$ cat config.mk
export PLATFORM = sky130hd
export DESIGN_NAME = vgafifo_to_sdram_writer
export DESIGN_NICKNAME = d
export VERILOG_FILES = /design/src/rtl/vgafifo_to_sdram_writer.sv
export SDC_FILE = /design/constraint.sdc
export NUM_CORES = 1
export LEC_CHECK = 0
export ABC_CLOCK_PERIOD_IN_PS = 2250
export CORE_MARGIN = 1
export CORE_UTILIZATION = 25
export CTS_CLUSTER_DIAMETER = 200
export CTS_CLUSTER_SIZE = 24
export DETAILED_ROUTE_END_ITERATION = 8
export PLACE_DENSITY = 0.54
export SLEW_MARGIN = 20
export SYNTH_ARGS = -nofsm -noshare
export SYNTH_HDL_FRONTEND = slang
export SYNTH_SLANG_ARGS = --single-unit
$ cat constraint.sdc
create_clock -name iCLK -period 2.25 [get_ports iCLK]
set_clock_uncertainty 0.15 [all_clocks]
set_input_delay 0.3375 -clock iCLK [delete_from_list [all_inputs] [get_ports iCLK]]
set_output_delay 0.3375 -clock iCLK [all_outputs]
set_load 0.03 [all_outputs]
$ cat src/rtl/vgafifo_to_sdram_writer.sv
// Frame loader: pops 8-bit pixels from the decoded-image FIFO, packs pairs into 16-bit words and writes one frame over Avalon-MM.
// Five cycles per word with no stalls; an empty FIFO or an asserted waitrequest stalls the sequence in place.
module vgafifo_to_sdram_writer #(
    parameter int H_PIXELS = 1024,
    parameter int V_LINES  = 768
) (
    input  logic        iCLK,
    input  logic        iRST,
    input  logic        iSTART,
    input  logic [5:0]  iFRAME_ID,
    output logic        oFIFO_RREQ,
    input  logic [7:0]  iFIFO_RDATA,
    input  logic        iFIFO_EMPTY,
    input  logic        iWAIT_REQUEST,
    output logic        oWR_EN,
    output logic [24:0] oWR_ADDR,
    output logic [15:0] oWR_DATA,
    output logic        oBUSY,
    output logic        oDONE
);

    localparam logic [8:0] COL_LAST  = 9'(H_PIXELS / 2 - 1);
    localparam logic [9:0] LINE_LAST = 10'(V_LINES - 1);

    typedef enum logic [2:0] {
        IDLE,
        REQ_LO,
        CAP_LO,
        REQ_HI,
        CAP_HI,
        WRITE
    } state_t;

    state_t      state_q, state_d;
    logic [5:0]  frame_q, frame_d;
    logic [9:0]  line_q, line_d;
    logic [8:0]  col_q, col_d;
    logic [7:0]  lo_q, lo_d;
    logic        wr_en_q, wr_en_d;
    logic [24:0] wr_addr_q, wr_addr_d;
    logic [15:0] wr_data_q, wr_data_d;
    logic        busy_q, busy_d;
    logic        done_q, done_d;
    logic        rreq_c;
    logic        accept_c;

    always_comb begin
        state_d   = state_q;
        frame_d   = frame_q;
        line_d    = line_q;
        col_d     = col_q;
        lo_d      = lo_q;
        wr_en_d   = wr_en_q;
        wr_addr_d = wr_addr_q;
        wr_data_d = wr_data_q;
        busy_d    = busy_q;
        done_d    = done_q;
        rreq_c    = 1'b0;
        accept_c  = wr_en_q && !iWAIT_REQUEST;

        case (state_q)
            IDLE: begin
                if (iSTART) begin
                    frame_d = iFRAME_ID;
                    line_d  = '0;
                    col_d   = '0;
                    busy_d  = 1'b1;
                    done_d  = 1'b0;
                    state_d = REQ_LO;
                end
            end
            REQ_LO: begin
                if (!iFIFO_EMPTY) begin
                    rreq_c  = 1'b1;
                    state_d = CAP_LO;
                end
            end
            CAP_LO: begin
                // Non-show-ahead FIFO: data for the previous request is valid now.
                lo_d    = iFIFO_RDATA;
                state_d = REQ_HI;
            end
            REQ_HI: begin
                if (!iFIFO_EMPTY) begin
                    rreq_c  = 1'b1;
                    state_d = CAP_HI;
                end
            end
            CAP_HI: begin
                wr_en_d   = 1'b1;
                wr_addr_d = {frame_q, line_q, col_q};
                wr_data_d = {iFIFO_RDATA, lo_q};
                state_d   = WRITE;
            end
            WRITE: begin
                if (accept_c) begin
                    wr_en_d = 1'b0;
                    if (col_q == COL_LAST) begin
                        col_d = '0;
                        if (line_q == LINE_LAST) begin
                            busy_d  = 1'b0;
                            done_d  = 1'b1;
                            state_d = IDLE;
                        end else begin
                            line_d  = line_q + 10'd1;
                            state_d = REQ_LO;
                        end
                    end else begin
                        col_d   = col_q + 9'd1;
                        state_d = REQ_LO;
                    end
                end
            end
            default: state_d = IDLE;
        endcase
    end

    always_ff @(posedge iCLK) begin
        if (iRST) begin
            state_q   <= IDLE;
            frame_q   <= '0;
            line_q    <= '0;
            col_q     <= '0;
            lo_q      <= '0;
            wr_en_q   <= 1'b0;
            wr_addr_q <= '0;
            wr_data_q <= '0;
            busy_q    <= 1'b0;
            done_q    <= 1'b0;
        end else begin
            state_q   <= state_d;
            frame_q   <= frame_d;
            line_q    <= line_d;
            col_q     <= col_d;
            lo_q      <= lo_d;
            wr_en_q   <= wr_en_d;
            wr_addr_q <= wr_addr_d;
            wr_data_q <= wr_data_d;
            busy_q    <= busy_d;
            done_q    <= done_d;
        end
    end

    // Gated by reset so an abort never costs a pixel from the FIFO.
    assign oFIFO_RREQ = rreq_c && !iRST;
    assign oWR_EN     = wr_en_q;
    assign oWR_ADDR   = wr_addr_q;
    assign oWR_DATA   = wr_data_q;
    assign oBUSY      = busy_q;
    assign oDONE      = done_q;

endmodule
# Word level (Yosys, flattened, before mapping)
# Index checks and enable logic that the tools add are counted.
# Widths: inputs -> output; s select.
[word_totals]
regBits = 80
latch_bits = 0
ram_bits = 0
romBits = 0
input_bits = 19
output_inout_bits = 45
elab_cells = 70
mem_count = 0
[op_classes]
add_sub_neg = 2
n_mul = 0
div_mod_pow = 0
order_cmp = 0
eq_ne = 14
n_shift = 0
muxes = 30
bitwise = 0
reduce_logical = 14
[op_table]
columns = ["operator", "count"]
rows = [
  ["$mux 10", 4],
  ["$mux 9", 3],
  ["$pmux 10 s2", 1],
  ["$pmux 3 s6", 1],
  ["$pmux 9 s2", 1],
  ["$mux 3", 5],
  ["$ne 2x2->1 const B", 7],
  ["$mux 1", 12],
  ["$add 10x1->10 const B", 1],
  ["$eq 10x10->1 const B", 1],
  ["$reduce_and 5->1", 2],
  ["$add 9x1->9 const B", 1],
  ["$eq 9x9->1 const B", 1],
  ["$eq 3x2->1 const B", 2],
  ["$eq 3x3->1 const B", 2],
  ["$pmux 1 s2", 3],
  ["$reduce_and 2->1", 2],
  ["$reduce_and 4->1", 1],
  ["$reduce_bool 2->1", 2],
  ["$eq 3x1->1 const B", 1],
  ["$logic_not 3->1", 1],
  ["$reduce_and 3->1", 1],
  ["$logic_and 1x1->1", 2],
  ["$logic_not 1->1", 2],
  ["$reduce_or 2->1", 1],
]

# Depth between registers and ports, before layout
# Gate-level depths: netlist of the first run.
[depth]
depth_word = 5
mapped_depth = 10
mapped_depth_nobuf = 9

# Worst setup path before layout of the first run
# Ideal clock, no wire load.
[synth_timing]
path_type = "flip-flop to flip-flop"
from = "reg col_q[2]"
to = "reg line_q[8]"
setup_ns = 0.070
arrival_ns = 1.893
required_ns = 2.030
setup_slack_ns = 0.137
path_stages_with_launch = 10
n_path_buf = 0
synth_period_minus_slack_ns = 2.113
path_cell_list = "dfxtp_1 > and3_1 > and2_1 > and4_1 > ha_1 > inv_1 > a311oi_2 > o21ai_2 > or4_1 > a21oi_1"
[synth_via]
elab_chain_len = 3
[synth_lines]
columns = ["item", "line_no", "source"]
rows = [
  ["start, declared", "37", "logic [8:0] col_q, col_d;"],
  ["start signal, assigned", "134", "col_q <= col_d;"],
  ["$eq 9x9->1", "98", "if (col_q == COL_LAST) begin"],
  ["$ne 2x2->1 (no line)", "--", ""],
  ["$reduce_and 5->1 (no line)", "--", ""],
  ["end signal, assigned", "133", "line_q <= line_d;"],
  ["end, declared", "36", "logic [9:0] line_q, line_d;"],
]
# No other way between the ends.
# A chain may end at the register's enable or synchronous reset.

# Worst setup path in the final report of the first run
[layout_timing]
from = "reg col_q[4]"
to = "reg line_q[7]"
# Same word-level chain as after synthesis.

==> results.cfg, run 1 <==
[hold_path]
hold_class = primary input to flop

[layout]
final.fill_count = 1284
num-nets-final = 489
fraction_of_final_layout_cells_sized_beyond_drive_strength_1_pct = 12.9
sequential_area_sq_um = 1610
antenna_cells_inserted = 0
area_growth_syn_to_layout_pct = 42.2
footprint_of_the_multi_input_gates_sq_um = 1460

[synth]
synth_edf_count = 0
synthCells = 387
synth_fp_nets = 409
synth_common_cells = sky130_fd_sc_hd__nand2_1 (118), sky130_fd_sc_hd__dfxtp_1 (80), sky130_fd_sc_hd__a21oi_1 (62)
post_synth_instance_area_sq_um = 3140
synth_area_leaders = sky130_fd_sc_hd__dfxtp_1 (51%), sky130_fd_sc_hd__nand2_1 (14%), sky130_fd_sc_hd__a21oi_1 (9.9%)
postSynthAreaPerCell_sq_um = 8.11
synth_seq_cells = 80
synth_top_flop_cell = sky130_fd_sc_hd__dfxtp_1
yosysTopAreaCellShare_pct = 51.0
yosys_warnings = 0
leading_cell_type_by_number_of_instances_after_synthesis = sky130_fd_sc_hd__nand2_1
synth_seq_area_share_pct = 51.0
synth-async-reset-ratio_pct = 0
synthDistinctLibCells = 41
netlist.top_cell.by_area = sky130_fd_sc_hd__dfxtp_1

[grt]
grt_pass1_wl_mm = 13.0
grt_antenna_before_repair = 0
grt_usage_pct = 12.9
vias_in_the_first_global_route = 2701
grt_max_degree = 36
grt-ovfl-total = 0

[timing]
report.final.setup_viol = 6
post-route-worst-setup-slack_ns = -0.0624
hold_viol = 0
fin_tns_setup_ns = -0.247
fmax_ghz = 0.432
final.period_utilization_pct = 103
fin_crit_ns = 2.31
final-max-slew-violation-count = 0
tightestPinTransition_ns = 0.466
slew_headroom_pct = 68.9
rsz_0062_raised_after_global_routing = true

[critical_path]
worst-endpoint-arrival_ns = 2.40
setup.worst_path.end_class = flop
critical_path_cell_by_cell = and3_4, and2_4, and4_1, ha_1, inv_2, a311oi_4, o21ai_4, buf_6, o31a_1, o21a_1
crit_path_max_incr_delay_ns = 0.32
worst_ep_required_time_ns = 2.34
crit_type = flop to flop
setup.worst_path.start_class = flop
cpMaxStageDelayCell = sky130_fd_sc_hd__dfxtp_2
path_max_fanout = 7

[clock_tree]
worstSkewPairLatency_ns = 0.34
clock-root-buffer = sky130_fd_sc_hd__clkbuf_16
cts_tree = done
cts_buffer_depth = 2
htree_num_levels = 3
numCtsBuffers = 9
hold_buffers = 0
clk_pin_slew_ns = 0.06
clock_sinks = 80

[floorplanning]
boundaryPins = 64
fp.dieArea_sq_um = 13000
floorplan.die.width_um = 114
design.core.area_sq_um = 12100
number_of_cell_rows = 40
initial_core_util_pct = 25.9
fp.dieH_um = 114

[placed_design]
place_ws_ns = -0.0678
placement.io_buffers = 63
finalWeightedCongestion = 0.757
detailedPlacementHpwl_mm = 5.50

[routing]
drtPass1Iterations = 4
wirelength_mm = 7.98
wire_per_inst_um = 12.5
residual_drc = 0
ant_nets = 0
detailroute.via_count = 2873
first_iter_violations = 161
vias_per_cell = 4.49

[pwr]
pwr_density_cell_nw_per_um2 = 818
power.ir.vdd_worst_uv = 351
static-leakage-power_nw = 1.54

[run]
cap_viol_max_count = 0

[status]
status = finished, violations left
failing_checks = setup timing
[per-layer routing]
metal  GRT usage, %  share of wire (%)  vias to the layer above  wire length (um)
met5              0                  0                        -                 0
met4           6.32                2.0                        0               160
met3           4.29                4.9                       12               393
met2           20.3                 46                       54              3670
met1           15.9                 47                     1335              3760
li1               -                  -                     1472                 -
[kinds of logic (layout without fill, tap and decap cells)]
logic type | Yosys count | after routing | share of synthesized area, %
XOR/XNOR | 9 | 9 | 2.51
buffers and inverters | 27 | 112 | 3.67
flip-flops | 80 | 80 | 51.0
adder cells (fa/ha/maj) | 3 | 3 | 1.20
multiplexers | 1 | 1 | 0.319
AND/OR/NAND/NOR | 183 | 183 | 25.8
AO/OA/AOI/OAI | 84 | 84 | 15.5
[final cells by class]
type                    instances  area share, %
inverters                       4          0.336
multi-input cells             280           32.7
well taps                     168           4.71
clock buffers                  10           5.35
flip-flops and latches         80           35.9
repair buffers                 92           18.9
clock inverters                 6           2.02
[flip-flops by register name, indices dropped and copies added, names as in the netlist]
name	cells
col_q	9
frame_q	6
line_q	10
lo_q	8
oBUSY	1
oDONE	1
oWR_ADDR	25
oWR_DATA	16
oWR_EN	1
state_q	3
[layout by cell type (no fill, tap or decap), types with 2 or more instances in the layout]
cell type                         synthesis  final
sky130_fd_sc_hd__nand2b_1                 2      2
sky130_fd_sc_hd__clkbuf_16                0      9
sky130_fd_sc_hd__o21ai_0                  4      4
sky130_fd_sc_hd__and4_1                   2      2
sky130_fd_sc_hd__nor3_1                   4      3
sky130_fd_sc_hd__bufinv_16                0      2
sky130_fd_sc_hd__clkdlybuf4s50_1          0     61
sky130_fd_sc_hd__inv_2                    1      2
sky130_fd_sc_hd__nor2_1                  19     19
sky130_fd_sc_hd__o21a_1                   4      4
sky130_fd_sc_hd__nand2_1                118    118
sky130_fd_sc_hd__o211ai_1                 2      2
sky130_fd_sc_hd__inv_1                    3      2
sky130_fd_sc_hd__o31a_1                   2      2
sky130_fd_sc_hd__a211oi_1                 2      2
sky130_fd_sc_hd__xnor2_1                  2      2
sky130_fd_sc_hd__or3_1                    4      4
sky130_fd_sc_hd__nand3_1                  8      8
sky130_fd_sc_hd__and3_1                   5      4
sky130_fd_sc_hd__a21oi_1                 62     61
sky130_fd_sc_hd__ha_1                     3      3
sky130_fd_sc_hd__dfxtp_1                 80     77
sky130_fd_sc_hd__dfxtp_2                  0      3
sky130_fd_sc_hd__o31ai_1                  2      2
sky130_fd_sc_hd__xor2_1                   7      7
sky130_fd_sc_hd__nor4_1                   4      4
sky130_fd_sc_hd__or4_1                    3      2
sky130_fd_sc_hd__nand4_1                  6      6
sky130_fd_sc_hd__buf_4                    1     29
[stage by stage]
stage	area [sq um]	util, %	power [mW]	instances	hold WS (ns)
floorplan	3140	-	1.85	387	0.282
global placement	4070	33.6	2.04	620	0.287
detailed placement	4070	33.6	2.05	620	0.294
CTS	4420	36.5	3.67	638	0.227
global route	4470	36.9	3.82	640	0.231
finish	4470	36.9	3.65	640	0.221
[critical path: cells and delay by family, from the launching register on]
kind	cells	cell delay [ns]
buf+inv	2	0.21
compound gates	4	0.85
simple gates	3	0.52
fa+ha+maj	1	0.15
flops	1	0.32
[where the power goes]
part	switching (mW)	internal (mW)
clock network	0.589	1.00
logic	0.311	0.220
registers	0.0529	1.47
total	0.953	2.70
[final timing paths]
path	startpoint	to	slack [ns]	cells past startpoint
max	col_q[4]	line_q[7]	-0.06	10
min	iRST	oDONE	0.22	2
max reg2reg	col_q[4]	line_q[7]	-0.06	10
min reg2reg	lo_q[4]	oWR_DATA[4]	0.30	2
[repair_timing]
item                       in CTS  in global routing
buffers inserted                2                  2
gates resized for setup         2                 11
setup endpoints to repair       4                  9
gates cloned                    0                  0
pin swaps                       1                  6
Power figures use the tool's default switching activity.
==> run 2: changes to the inputs <==
--- a/config.mk
+++ b/config.mk
@@ -6,12 +6,14 @@
 export NUM_CORES = 1
 export LEC_CHECK = 0
 export ABC_CLOCK_PERIOD_IN_PS = 2250
+export CELL_PAD_IN_SITES_DETAIL_PLACEMENT = 2
+export CELL_PAD_IN_SITES_GLOBAL_PLACEMENT = 2
 export CORE_MARGIN = 1
 export CORE_UTILIZATION = 25
 export CTS_CLUSTER_DIAMETER = 200
 export CTS_CLUSTER_SIZE = 24
 export DETAILED_ROUTE_END_ITERATION = 8
-export PLACE_DENSITY = 0.54
+export PLACE_DENSITY = 0.79
 export SLEW_MARGIN = 20
 export SYNTH_ARGS = -nofsm -noshare
 export SYNTH_HDL_FRONTEND = slang
==> run 2 against run 1 <==
Against the previous run:
- the flow still finishes with violations (setup timing)
- register-to-register slack worse by 0.02 ns
- critical path depth stayed put
- wire length is 35% higher
- clock power is 8% lower
- worst setup slack worse by 0.018 ns
- utilization is 0.35 points higher
- sequential cell count stayed put
- global-route usage is 4.3 points higher
- hold slack better by 0.079 ns
- via count is 6.1% higher
- final area is 0.95% higher
==> results.cfg, run 2 (synthesis gave the netlist of run 1 again) <==
[critical_path]
setup.worst_path.end_class = flop
worst-r2r-cell-count = 10
setup.worst_path.start_class = flop
path_max_fanout = 6
worst-endpoint-arrival_ns = 2.45
cpMaxStageDelayCell = sky130_fd_sc_hd__or3_4
worst_ep_required_time_ns = 2.37
critical_path_cell_by_cell = and3_4, and2_4, and4_1, ha_2, inv_2, a311oi_4, o21ai_4, buf_6, or3_4, a21oi_2
crit_path_max_incr_delay_ns = 0.34
crit_type = flop to flop

[layout]
most-common-layout-cells = sky130_fd_sc_hd__nand2_1 (117), sky130_fd_sc_hd__dfxtp_1 (77), sky130_fd_sc_hd__clkdlybuf4s50_1 (61)
largest_register_ffs = 25
mostFrequentLayoutCell = sky130_fd_sc_hd__nand2_1
antenna_cells_inserted = 0
fraction_of_final_layout_cells_sized_beyond_drive_strength_1_pct = 15.0
final.fill_count = 1389
area_growth_syn_to_layout_pct = 43.6
num-nets-final = 491
finalNonFillerCells = 642

[routing]
vias_per_cell = 4.75
detailroute.via_count = 3049
residual_drc = 0
wire_per_inst_um = 16.8
ant_nets = 0
first_iter_violations = 101
wirelength_mm = 10.8
drtPass1Iterations = 4

[grt]
grt_antenna_before_repair = 0
grt_max_degree = 48
vias_in_the_first_global_route = 3455
grt_usage_pct = 17.2
grt_pass1_wl_mm = 17.3
grt-ovfl-total = 0

[status]
failing_checks = setup timing
status = finished, violations left

[timing]
fmax_ghz = 0.429
fin_crit_ns = 2.33
report.final.setup_viol = 6
timing.hold.ws_ns = 0.300
final.period_utilization_pct = 104
post-route-worst-setup-slack_ns = -0.0802
fin_tns_setup_ns = -0.250
slew_headroom_pct = 67.5
tightestPinTransition_ns = 0.488
hold_viol = 0
rsz_0062_raised_after_global_routing = true
final-max-slew-violation-count = 0

[pwr]
power.ir.vdd_worst_uv = 282
power.total_mw = 3.59
static-leakage-power_nw = 1.53
pwr_density_cell_nw_per_um2 = 797

[placed_design]
placement.io_buffers = 63
finalWeightedCongestion = 0.781
place_ws_ns = -0.129
dpl.cell_count = 620
detailedPlacementHpwl_mm = 7.01

[clock_tree]
cts_tree = done
cts_buffer_depth = 2
clock-root-buffer = sky130_fd_sc_hd__clkbuf_16
htree_num_levels = 3
numCtsBuffers = 9
worstSkewPairLatency_ns = 0.34
clk_pin_slew_ns = 0.07
clock_sinks = 80

[floorplanning]
initial_core_util_pct = 25.9
boundaryPins = 64
number_of_cell_rows = 40
fp.dieArea_sq_um = 13000
design.core.area_sq_um = 12100
floorplan.die.width_um = 114
fp.dieH_um = 114

[hold_path]
min_path_cells = 2
hold_class = flop to flop

[run]
cap_viol_max_count = 0
==> run 2: changes by cell type in the layout (fill, tap and decap cells not counted), sizes merged <==
cell / delta
buf: +2
bufinv: -1
clkinvlp: +2
inv: -1
==> run 2: final timing paths <==
kind	slack [ns]	endpoint	startpoint
setup / recovery	-0.08	line_q[2]	col_q[2]
hold reg to reg	0.30	oWR_DATA[4]	lo_q[4]
setup reg to reg	-0.08	line_q[2]	col_q[2]
hold / removal	0.30	oWR_DATA[4]	lo_q[4]
==> run 2: cell type report <==
cell class                 instances  area (sq um)  area share, %
timing repair buffer              94           871           19.3
sequential                        80          1610           35.6
multi-input combinational        280          1510           33.4
clock buffer                      10           229           5.08
tap                              168           210           4.66
clock inverter                     6          70.1           1.55
inverter                           4          15.0          0.333
==> run 2: critical path: cells and delay by family, from the launching register on <==
kind	cells	cell delay, ns
AND/OR/NAND/NOR	4	0.87
AO/OA/AOI/OAI	3	0.51
flip-flops	1	0.33
buffers and inverters	2	0.22
adder cells (fa/ha/maj)	1	0.17
==> run 2: through the flow <==
step           cell area [sq um]  utilization (%)
2_1_floorplan               3140                -
3_3_place_gp                4070             33.6
3_5_place_dp                4070             33.6
4_1_cts                     4460             36.8
5_1_grt                     4510             37.2
6_report                    4510             37.2
==> run 2: metal layers <==
metal	up-vias	wire length, um	global-route usage [%]	part of all wire [%]
met1	1517	4600	19.8	43
li1	1468	-	-	-
met2	50	5710	31.4	53
met5	-	0	0	0
met4	0	190	7.79	1.8
met3	14	264	2.65	2.5
==> run 2: power by group <==
| part | internal (mW) | switching [mW] | total (mW) |
|---|---|---|---|
| clock network | 0.863 | 0.608 | 1.47 |
| logic | 0.237 | 0.357 | 0.594 |
| registers | 1.47 | 0.0529 | 1.53 |
==> run 2: repair_timing <==
action | CTS | global route
endpoints found under the setup margin | 10 | 12
pin swaps | 15 | 2
hold buffers | 0 | 0
setup buffers | 6 | 0
hold endpoints to repair | 0 | 0
resized for setup | 21 | 8
